<file path="src/rtl/sdpram_fifo_ctrl_if.sv">
// Stream and RAM-port bundle for the FWFT FIFO controller.
// master: the controller's view; slave: the producer/consumer/RAM environment.
interface sdpram_fifo_ctrl_if #(
    parameter int DATA_WIDTH = 32,
    parameter int MEM_DEPTH  = 1024
);
    localparam int ADDR_WIDTH = $clog2(MEM_DEPTH);
    localparam int LVL_WIDTH  = $clog2(MEM_DEPTH + 3);

    logic                  flush;
    logic                  s_valid;
    logic                  s_ready;
    logic [DATA_WIDTH-1:0] s_data;
    logic                  m_valid;
    logic                  m_ready;
    logic [DATA_WIDTH-1:0] m_data;
    logic [LVL_WIDTH-1:0]  level;
    logic [ADDR_WIDTH-1:0] ram_addra;
    logic                  ram_wena;
    logic [DATA_WIDTH-1:0] ram_dina;
    logic [ADDR_WIDTH-1:0] ram_addrb;
    logic                  ram_renb;
    logic [DATA_WIDTH-1:0] ram_doutb;
    logic                  ram_dvalb;

    modport master (
        input  flush, s_valid, s_data, m_ready, ram_doutb, ram_dvalb,
        output s_ready, m_valid, m_data, level,
               ram_addra, ram_wena, ram_dina, ram_addrb, ram_renb
    );

    modport slave (
        output flush, s_valid, s_data, m_ready, ram_doutb, ram_dvalb,
        input  s_ready, m_valid, m_data, level,
               ram_addra, ram_wena, ram_dina, ram_addrb, ram_renb
    );
endinterface

</file>
<file path="src/rtl/sdpram_fifo_ctrl.sv">
// First-word-fall-through FIFO controller driving an external simple dual port RAM.
// A two-entry output buffer (head + skid) hides the RAM's 1-cycle read latency.
module sdpram_fifo_ctrl #(
    parameter int DATA_WIDTH = 32,
    parameter int MEM_DEPTH  = 1024
) (
    input  logic               clk,
    input  logic               rst,
    sdpram_fifo_ctrl_if.master bus
);
    localparam int ADDR_WIDTH = $clog2(MEM_DEPTH);
    localparam int LVL_WIDTH  = $clog2(MEM_DEPTH + 3);
    localparam logic [ADDR_WIDTH:0] CNT_FULL = (ADDR_WIDTH+1)'(MEM_DEPTH);

    logic [ADDR_WIDTH-1:0] r_wptr;
    logic [ADDR_WIDTH-1:0] r_rptr;
    logic [ADDR_WIDTH:0]   r_ram_cnt;
    logic                  r_inflight;
    logic                  r_head_v;
    logic                  r_skid_v;
    logic [DATA_WIDTH-1:0] r_head;
    logic [DATA_WIDTH-1:0] r_skid;
    logic [LVL_WIDTH-1:0]  r_level;

    logic                  w_s_ready;
    logic                  w_write;
    logic                  w_pop;
    logic                  w_capture;
    logic [1:0]            w_buf_cnt;
    logic [2:0]            w_occ;
    logic                  w_issue;
    logic [ADDR_WIDTH:0]   w_cnt_next;
    logic                  w_head_v_next;
    logic                  w_skid_v_next;
    logic [DATA_WIDTH-1:0] w_head_next;
    logic [DATA_WIDTH-1:0] w_skid_next;
    logic [LVL_WIDTH-1:0]  w_level_next;

    // Handshakes. Reset and flush both close the write side; reads are only issued
    // for words already counted in the RAM and only when the buffer will have room
    // for the returning word, counting the head pop of this same cycle.
    assign w_s_ready = ~rst & ~bus.flush & (r_ram_cnt != CNT_FULL);
    assign w_write   = bus.s_valid & w_s_ready;
    assign w_pop     = r_head_v & bus.m_ready;
    assign w_capture = bus.ram_dvalb & r_inflight;
    assign w_buf_cnt = {1'b0, r_head_v} + {1'b0, r_skid_v};
    assign w_occ     = {1'b0, w_buf_cnt} + {2'b00, r_inflight} - {2'b00, w_pop};
    assign w_issue   = ~rst & ~bus.flush & (r_ram_cnt != '0) & (w_occ < 3'd2);

    assign bus.s_ready   = w_s_ready;
    assign bus.ram_wena  = w_write;
    assign bus.ram_addra = r_wptr;
    assign bus.ram_dina  = bus.s_data;
    assign bus.ram_renb  = w_issue;
    assign bus.ram_addrb = r_rptr;
    assign bus.m_valid   = r_head_v;
    assign bus.m_data    = r_head;
    assign bus.level     = r_level;

    // Next RAM occupancy: a write and an issue in the same cycle cancel out.
    always_comb begin
        w_cnt_next = r_ram_cnt;
        case ({w_write, w_issue})
            2'b10:   w_cnt_next = r_ram_cnt + (ADDR_WIDTH+1)'(1);
            2'b01:   w_cnt_next = r_ram_cnt - (ADDR_WIDTH+1)'(1);
            default: w_cnt_next = r_ram_cnt;
        endcase
    end

    // Output buffer: a pop shifts skid into head; returning RAM data lands in the
    // first free slot after that shift.
    always_comb begin
        w_head_next   = r_head;
        w_skid_next   = r_skid;
        w_head_v_next = r_head_v;
        w_skid_v_next = r_skid_v;
        if (w_pop) begin
            if (r_skid_v) begin
                w_head_next = r_skid;
                if (w_capture) begin
                    w_skid_next = bus.ram_doutb;
                end else begin
                    w_skid_v_next = 1'b0;
                end
            end else begin
                if (w_capture) begin
                    w_head_next = bus.ram_doutb;
                end else begin
                    w_head_v_next = 1'b0;
                end
            end
        end else if (w_capture) begin
            if (!r_head_v) begin
                w_head_next   = bus.ram_doutb;
                w_head_v_next = 1'b1;
            end else begin
                w_skid_next   = bus.ram_doutb;
                w_skid_v_next = 1'b1;
            end
        end
        w_level_next = LVL_WIDTH'(w_cnt_next) + LVL_WIDTH'(w_issue)
                     + LVL_WIDTH'(w_head_v_next) + LVL_WIDTH'(w_skid_v_next);
    end

    // State update; flush wins over everything so a read returning during it is dropped.
    always_ff @(posedge clk or posedge rst) begin
        if (rst) begin
            r_wptr     <= '0;
            r_rptr     <= '0;
            r_ram_cnt  <= '0;
            r_inflight <= 1'b0;
            r_head_v   <= 1'b0;
            r_skid_v   <= 1'b0;
            r_head     <= '0;
            r_skid     <= '0;
            r_level    <= '0;
        end else if (bus.flush) begin
            r_wptr     <= '0;
            r_rptr     <= '0;
            r_ram_cnt  <= '0;
            r_inflight <= 1'b0;
            r_head_v   <= 1'b0;
            r_skid_v   <= 1'b0;
            r_level    <= '0;
        end else begin
            if (w_write) begin
                r_wptr <= r_wptr + ADDR_WIDTH'(1);
            end
            if (w_issue) begin
                r_rptr <= r_rptr + ADDR_WIDTH'(1);
            end
            r_ram_cnt  <= w_cnt_next;
            r_inflight <= w_issue;
            r_head_v   <= w_head_v_next;
            r_skid_v   <= w_skid_v_next;
            r_head     <= w_head_next;
            r_skid     <= w_skid_next;
            r_level    <= w_level_next;
        end
    end
endmodule

</file>
<file path="src/flat_wrapper.sv">
// flat-port wrapper written by rule: the top's interface ports become plain ports
module sdpram_fifo_ctrl_flat 
#(
    parameter int DATA_WIDTH = 32,
    parameter int MEM_DEPTH  = 1024
)
  (clk, rst, bus_flush, bus_s_valid, bus_s_data, bus_m_ready, bus_ram_doutb, bus_ram_dvalb, bus_s_ready, bus_m_valid, bus_m_data, bus_level, bus_ram_addra, bus_ram_wena, bus_ram_dina, bus_ram_addrb, bus_ram_renb);
  sdpram_fifo_ctrl_if #(.DATA_WIDTH(DATA_WIDTH), .MEM_DEPTH(MEM_DEPTH)) bus_i ();
  input  logic clk;
  input  logic rst;
  input wire logic [$bits(bus_i.flush)-1:0] bus_flush;
  input wire logic [$bits(bus_i.s_valid)-1:0] bus_s_valid;
  input wire logic [$bits(bus_i.s_data)-1:0] bus_s_data;
  input wire logic [$bits(bus_i.m_ready)-1:0] bus_m_ready;
  input wire logic [$bits(bus_i.ram_doutb)-1:0] bus_ram_doutb;
  input wire logic [$bits(bus_i.ram_dvalb)-1:0] bus_ram_dvalb;
  output wire logic [$bits(bus_i.s_ready)-1:0] bus_s_ready;
  output wire logic [$bits(bus_i.m_valid)-1:0] bus_m_valid;
  output wire logic [$bits(bus_i.m_data)-1:0] bus_m_data;
  output wire logic [$bits(bus_i.level)-1:0] bus_level;
  output wire logic [$bits(bus_i.ram_addra)-1:0] bus_ram_addra;
  output wire logic [$bits(bus_i.ram_wena)-1:0] bus_ram_wena;
  output wire logic [$bits(bus_i.ram_dina)-1:0] bus_ram_dina;
  output wire logic [$bits(bus_i.ram_addrb)-1:0] bus_ram_addrb;
  output wire logic [$bits(bus_i.ram_renb)-1:0] bus_ram_renb;
  assign bus_i.flush = bus_flush;
  assign bus_i.s_valid = bus_s_valid;
  assign bus_i.s_data = bus_s_data;
  assign bus_i.m_ready = bus_m_ready;
  assign bus_i.ram_doutb = bus_ram_doutb;
  assign bus_i.ram_dvalb = bus_ram_dvalb;
  assign bus_s_ready = bus_i.s_ready;
  assign bus_m_valid = bus_i.m_valid;
  assign bus_m_data = bus_i.m_data;
  assign bus_level = bus_i.level;
  assign bus_ram_addra = bus_i.ram_addra;
  assign bus_ram_wena = bus_i.ram_wena;
  assign bus_ram_dina = bus_i.ram_dina;
  assign bus_ram_addrb = bus_i.ram_addrb;
  assign bus_ram_renb = bus_i.ram_renb;
  sdpram_fifo_ctrl #(.DATA_WIDTH(DATA_WIDTH), .MEM_DEPTH(MEM_DEPTH)) u_core (.clk(clk), .rst(rst), .bus(bus_i));
endmodule
</file>
<file path="config.mk">
export PLATFORM = sky130hd
export DESIGN_NAME = sdpram_fifo_ctrl_flat
export DESIGN_NICKNAME = d
export VERILOG_FILES = /design/src/rtl/sdpram_fifo_ctrl_if.sv /design/src/rtl/sdpram_fifo_ctrl.sv /design/src/flat_wrapper.sv
export SDC_FILE = /design/constraint.sdc
export NUM_CORES = 1
export LEC_CHECK = 0
export CAP_MARGIN = 20
export CELL_PAD_IN_SITES_DETAIL_PLACEMENT = 1
export CELL_PAD_IN_SITES_GLOBAL_PLACEMENT = 1
export CORE_MARGIN = 2
export CORE_UTILIZATION = 35
export CTS_BUF_LIST = sky130_fd_sc_hd__clkbuf_16
export CTS_CLUSTER_SIZE = 10
export DETAILED_ROUTE_END_ITERATION = 8
export PLACE_DENSITY_LB_ADDON = 0.1
export RECOVER_POWER = 25
export SYNTH_ARGS = -nofsm -noshare
export SYNTH_HDL_FRONTEND = slang
export SYNTH_SLANG_ARGS = --single-unit
</file>
<file path="constraint.sdc">
create_clock -name clk -period 12.5 [get_ports clk]
set_clock_uncertainty 0.05 [all_clocks]
set_input_delay 1.25 -clock clk [delete_from_list [all_inputs] [get_ports clk]]
set_output_delay 1.25 -clock clk [all_outputs]
set_load 0.005 [all_outputs]
</file>
==> run summary, run 1 <==
GR Util All Layers -> 16.7%
Root Driver -> clkbuf_16
Critical Path RT -> 12.72 ns
Post-synth top cells -> 109 x dfrtp_1, 77 x nor2_1, 44 x a21oi_1
Std cell rows -> 46
Period utilization -> 49.4%
Max-cap violations -> 1
Leak Pwr -> 3.33 nW
Multi-input combinational cell area -> 2560 um2
Nets -> 692
DRC violations left -> 0
Clock tree buffer depth -> 2
Post-DRT Antenna Nets -> 0
Count leader, synth -> dfrtp_1
Clk sinks -> 109
Vias in the first global route -> 4403
Synth area leader -> dfrtp_1
Top FF cell, synth -> dfrtp_1
EDFF count, synth -> 0
Die area -> 17100 um2
Routed WL per cell -> 16.8 um
Worst skew pair latency -> 0.35 ns
Worst vdd ir -> 0.0000706 V
#FFs+latches synth -> 109
CP max stage delay -> 0.58 ns
Core Box Area -> 15800 um2
RSZ-0062 raised after global routing -> false
Clock-pin slew on the worst setup and hold paths -> 0.07 ns
Top Ports -> 169
Synth top area cells -> dfrtp_1 48%, mux2_2 6.6%, mux2i_1 6.2%
Gpl congestion -> 0.786
Crit-path cells -> dlygate4sd3_1 > and2_1 > ha_1 > inv_1 > ha_1 > a21oi_1 > xnor2_1 > a2111oi_2 > ha_1 > ha_1 > nor2b_1 > or4_1 > and3_1 > or3_4 > or3_4 > o41a_1 > nor3_1
Remaining Overflow, GRT -> 0
Port Buffers -> 104
Pwr per Cell Area -> 186 nW/um2
H-tree Lvls -> 3
Final setup fails -> 0
Average size of a mapped cell -> 10.5 um2
Yosys top cell area share -> 48.4%
Syn nets -> 624
Final hold violation count -> 0
CP max FO -> 13
Buffers & Inverters on Critical Path -> 2
Global-route wire length before repair -> 22300 um
DR vias/cell -> 5.06
First-pass iteration count of the detailed router -> 4
Largest net degree at the start of global routing -> 82
CTS tree -> built
Total number of vias -> 4178
Initial core utilization -> 35.6%
Final Worst Setup Slack -> 6.32 ns
Number of fill cells -> 1722
Synth cell types -> 51
Detailed Place HPWL -> 9540 um
Worst slew pin tran -> 1.72 ns
CP Class -> input port to register
Slowest-stage cell, CP -> ha_1
Seq. cell area -> 2730 um2
Crit. End Element -> register
Post-CTS Hold Buffers -> 0
Synth Cell Area -> 5640 um2
Cell mode on critical path -> ha_1
Setup crit start kind -> input port
Hold Crit Class -> register to register
Final TNS setup -> 0 ns
Post-CTS setup buffers -> 0
Critical hold path startpoint -> u_core.r_skid[21]
Fmax -> 0.162 GHz
Slew Limit Fails -> 29
Status -> finished, violations left
Num CTS Buffers -> 9
Share of layout cells above drive strength 1 -> 11.2%
Placement Cell Area -> 6670 um2
Worst flop-to-flop path startpoint -> u_core.bus.m_valid
Final wirelength -> 13800 um
Failing checks -> max-capacitance violations, max-slew violations
CTS-repair resized insts -> 0
Crit path from -> bus_m_ready
Fraction of registers with async set/reset -> 100%
Setup Slack @ Placement -> 5.44 ns
Cells after Synth -> 535
Initial antenna violation count -> 1
Die H -> 131 um
Synth warn -> 0
Delay-heaviest family, CP -> simple AND/OR/NAND/NOR gates
Smallest hold slack -> 0.460 ns
Register area share after synthesis -> 48.4%
Min cycle time layout -> 6.18 ns
Post-route cell area -> 7030 um2
Detailed Route Iter0 Violations -> 137
Layout area overhead -> 24.7%
Slew margin rel. -> -14.6%
CP arrival -> 6.39 ns
Die X -> 131 um
-- metrics by stage --
stage | total power [mW] | cells | util, %
after floorplan | 0.789 | 535 | -
after global placement | 1.01 | 805 | 42.2
after detailed placement | 1.02 | 805 | 42.2
after CTS | 1.33 | 821 | 44.1
after global routing | 1.41 | 824 | 44.4
final | 1.31 | 825 | 44.4
-- logic make-up (layout without fill, tap and decap cells) --
logic type      after synthesis  in the layout  synth area share (%)
simple gates                164            164                  14.3
flops                       109            109                  48.4
compound gates               81             81                  9.03
mux                          68             68                  12.8
buf+inv                      67            140                  6.61
xor+xnor                     27             27                  4.20
fa+ha+maj                    19             19                  4.62
other cells                   0              1                     0
-- power breakdown --
group          total [mW]  internal, mW  switching, mW
sequential          0.502         0.445         0.0577
clock               0.296         0.159          0.138
combinational       0.507         0.259          0.249
total                1.31         0.862          0.444
-- worst reg2reg max path, cell delays in order (launching register included) --
cell,delay (ns)
dfrtp_1,0.49
and2_1,0.24
ha_1,0.27
inv_1,0.04
ha_1,0.27
a21oi_1,0.17
xnor2_1,0.11
a2111oi_2,0.45
ha_1,0.58
ha_1,0.40
nor2b_1,0.19
or4_1,0.47
and3_1,0.23
or3_4,0.40
or3_4,0.35
o41a_1,0.37
nor3_1,0.13
-- cell usage in the layout, fill, tap and decap left out, types with 3 or more instances in the layout --
cell / count
fa_1: 3
nor2b_1: 7
or4_1: 3
nand3_1: 9
o41a_1: 3
a211oi_1: 3
o21ai_0: 9
or3_4: 3
buf_4: 3
nor4_1: 3
inv_1: 12
mux2_2: 33
nor3_1: 9
or3_1: 3
and3_1: 7
nand2_1: 18
nor2_1: 77
a31oi_1: 3
a21oi_1: 44
mux2i_1: 35
xor2_1: 18
clkdlybuf4s50_1: 86
clkbuf_16: 9
nand4_1: 4
xnor2_1: 9
dlygate4sd3_1: 17
or2_2: 3
dfrtp_1: 109
nand2b_1: 4
ha_1: 16
nor4b_1: 5
nor3b_1: 3
-- sequential cells by signal (all words and copies together), names as in the netlist --
register,cells
u_core.r_skid_v,1
u_core.r_skid,32
u_core.bus.m_valid,1
u_core.r_inflight,1
u_core.bus.m_data,32
u_core.r_ram_cnt,11
u_core.bus.ram_addra,10
u_core.bus.level,11
u_core.bus.ram_addrb,10
-- path summary, 6_finish.rpt --
check	endpoint	slack (ns)	cells past startpoint
hold / removal	u_core.r_skid[21]	0.46	1
min in group asynchronous	u_core.r_ram_cnt[8]	1.74	2
setup reg to reg	u_core.bus.level[10]	7.23	16
max in group asynchronous	u_core.r_skid[21]	8.52	3
hold reg to reg	u_core.r_skid[21]	0.46	1
setup / recovery	u_core.bus.level[10]	6.32	17
-- layout make-up --
class                           count  share of cell area [%]
Clock buffer                        9                    3.20
Clock inverter                      7                    1.14
Inverter                           13                   0.712
Antenna cell                        1                  0.0356
Multi-Input combinational cell    359                    36.4
Timing Repair Buffer              111                    15.9
Sequential cell                   109                    38.8
Tap cell                          216                    3.84
-- metal layers --
metal  GRT usage (%)  wire length (um)  vias up  part of all wire [%]
li1                -                 -     1981                     -
met1            21.7              6380     2064                    46
met2            26.9              6410      113                    46
met3            4.28               745       20                   5.4
met4            6.45               294        0                   2.1
met5               0                 0        -                     0
Power figures use the tool's default switching activity.
==> run 2: changes to the inputs <==
==> constraint.sdc (replaced) <==
create_clock -name clk -period 6.5 [get_ports clk]
set_clock_uncertainty 0.05 [all_clocks]
set_input_delay 0.65 -clock clk [delete_from_list [all_inputs] [get_ports clk]]
set_output_delay 0.65 -clock clk [all_outputs]
set_load 0.005 [all_outputs]
==> run summary, run 2 (synthesis gave the netlist of run 1 again) <==
Clk sinks -> 109 (unchanged)
Setup crit start kind -> input port
Clock-pin slew on the worst setup and hold paths -> 0.08 ns (about the same)
Nets -> 692 (unchanged)
Share of layout cells above drive strength 1 -> 11.2% (unchanged)
Initial core utilization -> 35.6% (unchanged)
Final TNS setup -> 0 ns (unchanged)
Worst vdd ir -> 0.000142 V (+100%)
Crit. End Element -> register
CTS-repair resized insts -> 0 (unchanged)
Worst skew pair latency -> 0.35 ns (about the same)
Critical hold path startpoint -> u_core.r_skid[9]
Largest net degree at the start of global routing -> 84 (+2.4%)
Sw Pwr -> 868 uW (+96%)
Vias in the first global route -> 4383 (-0.45%)
Detailed Place HPWL -> 9790 um (+2.6%)
H-tree Lvls -> 3 (unchanged)
GR Util All Layers -> 16.8% (+0.11 points)
CTS tree -> built
Port Buffers -> 104 (unchanged)
Most frequent cells in the layout -> 109 x dfrtp_1, 100 x clkdlybuf4s50_1, 77 x nor2_1, 44 x a21oi_1, 35 x mux2i_1
Met1 GRT Util -> 22.9% (+1.2 points)
CP Class -> input port to register
Pwr per Cell Area -> 356 nW/um2 (+92%)
Final wirelength -> 14100 um (+1.7%)
Global-route wire length before repair -> 22500 um (+1.1%)
Worst flop-to-flop path startpoint -> u_core.bus.m_valid
Flop pwr share -> 38.8% (+0.3 points)
Post-DRT Antenna Nets -> 0 (unchanged)
FF-to-FF setup slack -> 1.16 ns (-6.07 ns)
Die H -> 131 um (unchanged)
Hold Crit Class -> register to register
Clock tree buffer depth -> 2 (unchanged)
Placement Cell Area -> 6680 um2 (+0.11%)
Post-CTS Hold Buffers -> 0 (unchanged)
Met2 GRT Util -> 26.1% (-0.80 points)
M3 GR Usage -> 4.11% (-0.16 points)
Die X -> 131 um (unchanged)
Slew margin rel. -> 10.4% (+25 points)
Std cell rows -> 46 (unchanged)
Layout area overhead -> 24.2%
DRC violations left -> 0 (unchanged)
Post-route cell area -> 7000 um2 (-0.39%)
Crit path from -> bus_m_ready
Core Box Area -> 15800 um2 (unchanged)
Worst slew pin tran -> 1.34 ns (-0.374 ns)
Min cycle time layout -> 5.63 ns
Critical Path RT -> 6.72 ns (-6.00 ns)
Routed WL per cell -> 17.1 um (+1.7%)
Most common cell after layout, fill and taps aside -> dfrtp_1
Internal -> 1.63 mW (+89%)
Detailed Route Iter0 Violations -> 162 (+18%)
Sw frac -> 34.8% (+0.78 points)
Total number of vias -> 4173 (-0.12%)
Max-cap violations -> 0 (-1)
Gpl congestion -> 0.788 (+0.28%)
Total power draw -> 2.50 mW (+91%)
Fmax -> 0.177 GHz
Remaining Overflow, GRT -> 0 (unchanged)
Status -> completed
Initial antenna violation count -> 1 (unchanged)
Busiest layer in global routing -> met2
Period utilization -> 86.7%
Top Ports -> 169 (unchanged)
CP max FO -> 13 (unchanged)
Final setup fails -> 0 (unchanged)
Final hold violation count -> 0 (unchanged)
RSZ-0062 raised after global routing -> false
CP arrival -> 5.85 ns (-0.54 ns)
Die area -> 17100 um2 (unchanged)
First-pass iteration count of the detailed router -> 4 (unchanged)
Num CTS Buffers -> 9 (unchanged)
Leak Pwr -> 3.28 nW (-1.5%)
DR vias/cell -> 5.06 (-0.12%)
Root Driver -> clkbuf_16
Slew Limit Fails -> 0 (-100%)
Combinational Power Share -> 40.0% (+1.2 points)
Post-CTS setup buffers -> 0 (unchanged)
Clock share of power -> 21.2% (-1.5 points)
[run 2: cell type report]
| cell class | count | area (um2) |
|---|---|---|
| diodes | 1 | 2.50 |
| clock buffers | 9 | 225 |
| clock inverters | 7 | 52.6 |
| fillers | 1744 | 8830 |
| inverters | 13 | 50.0 |
| multi-input cells | 359 | 2560 |
| flip-flops and latches | 109 | 2730 |
| well taps | 216 | 270 |
| repair buffers | 111 | 1120 |
[run 2: critical path: stages]
cell           delay, ns
dlygate4sd3_1       0.55
and2_1              0.16
ha_1                0.27
inv_1               0.04
ha_1                0.26
a21oi_1             0.17
xnor2_1             0.11
a2111oi_2           0.35
buf_4               0.24
ha_1                0.51
ha_1                0.35
a211oi_1            0.39
nor3_1              0.11
or3_4               0.41
or3_4               0.42
or3_4               0.35
o41a_1              0.37
nor3_1              0.13
[run 2: worst paths after layout]
kind / end / depth (start not counted)
max: u_core.bus.level[10] / 18
min: u_core.r_skid[9] / 1
max reg2reg: u_core.bus.level[10] / 17
min reg2reg: u_core.r_skid[9] / 1
max in group asynchronous: u_core.bus.ram_addrb[0] / 4
min in group asynchronous: u_core.r_ram_cnt[9] / 2
[run 2: stage by stage]
step                      util (%)  hold WS, ns  std cells  setup WS [ns]
after global placement        42.2        0.435        806          0.751
after CTS                     44.0        0.459        822          0.992
after floorplan                  -        0.429        535           1.11
after detailed placement      42.2        0.442        806          0.601
final                         44.2        0.456        825          0.865
after global routing          44.2        0.467        824          0.475
[run 2: layer usage]
| metal | wire [um] | part of all wire [%] |
|---|---|---|
| met4 | 233 | 1.7 |
| met3 | 749 | 5.3 |
| met1 | 6670 | 47 |
| met5 | 0 | 0 |
| met2 | 6420 | 46 |
[run 2: power groups by stage]
stage	Combinational, mW	Clock (mW)	Sequential [mW]
floorplan	0.550	0	0.967
global placement	0.971	0	0.976
detailed placement	1.00	0	0.982
CTS	1.01	0.549	0.970
global route	1.12	0.582	0.990
finish	0.997	0.530	0.968
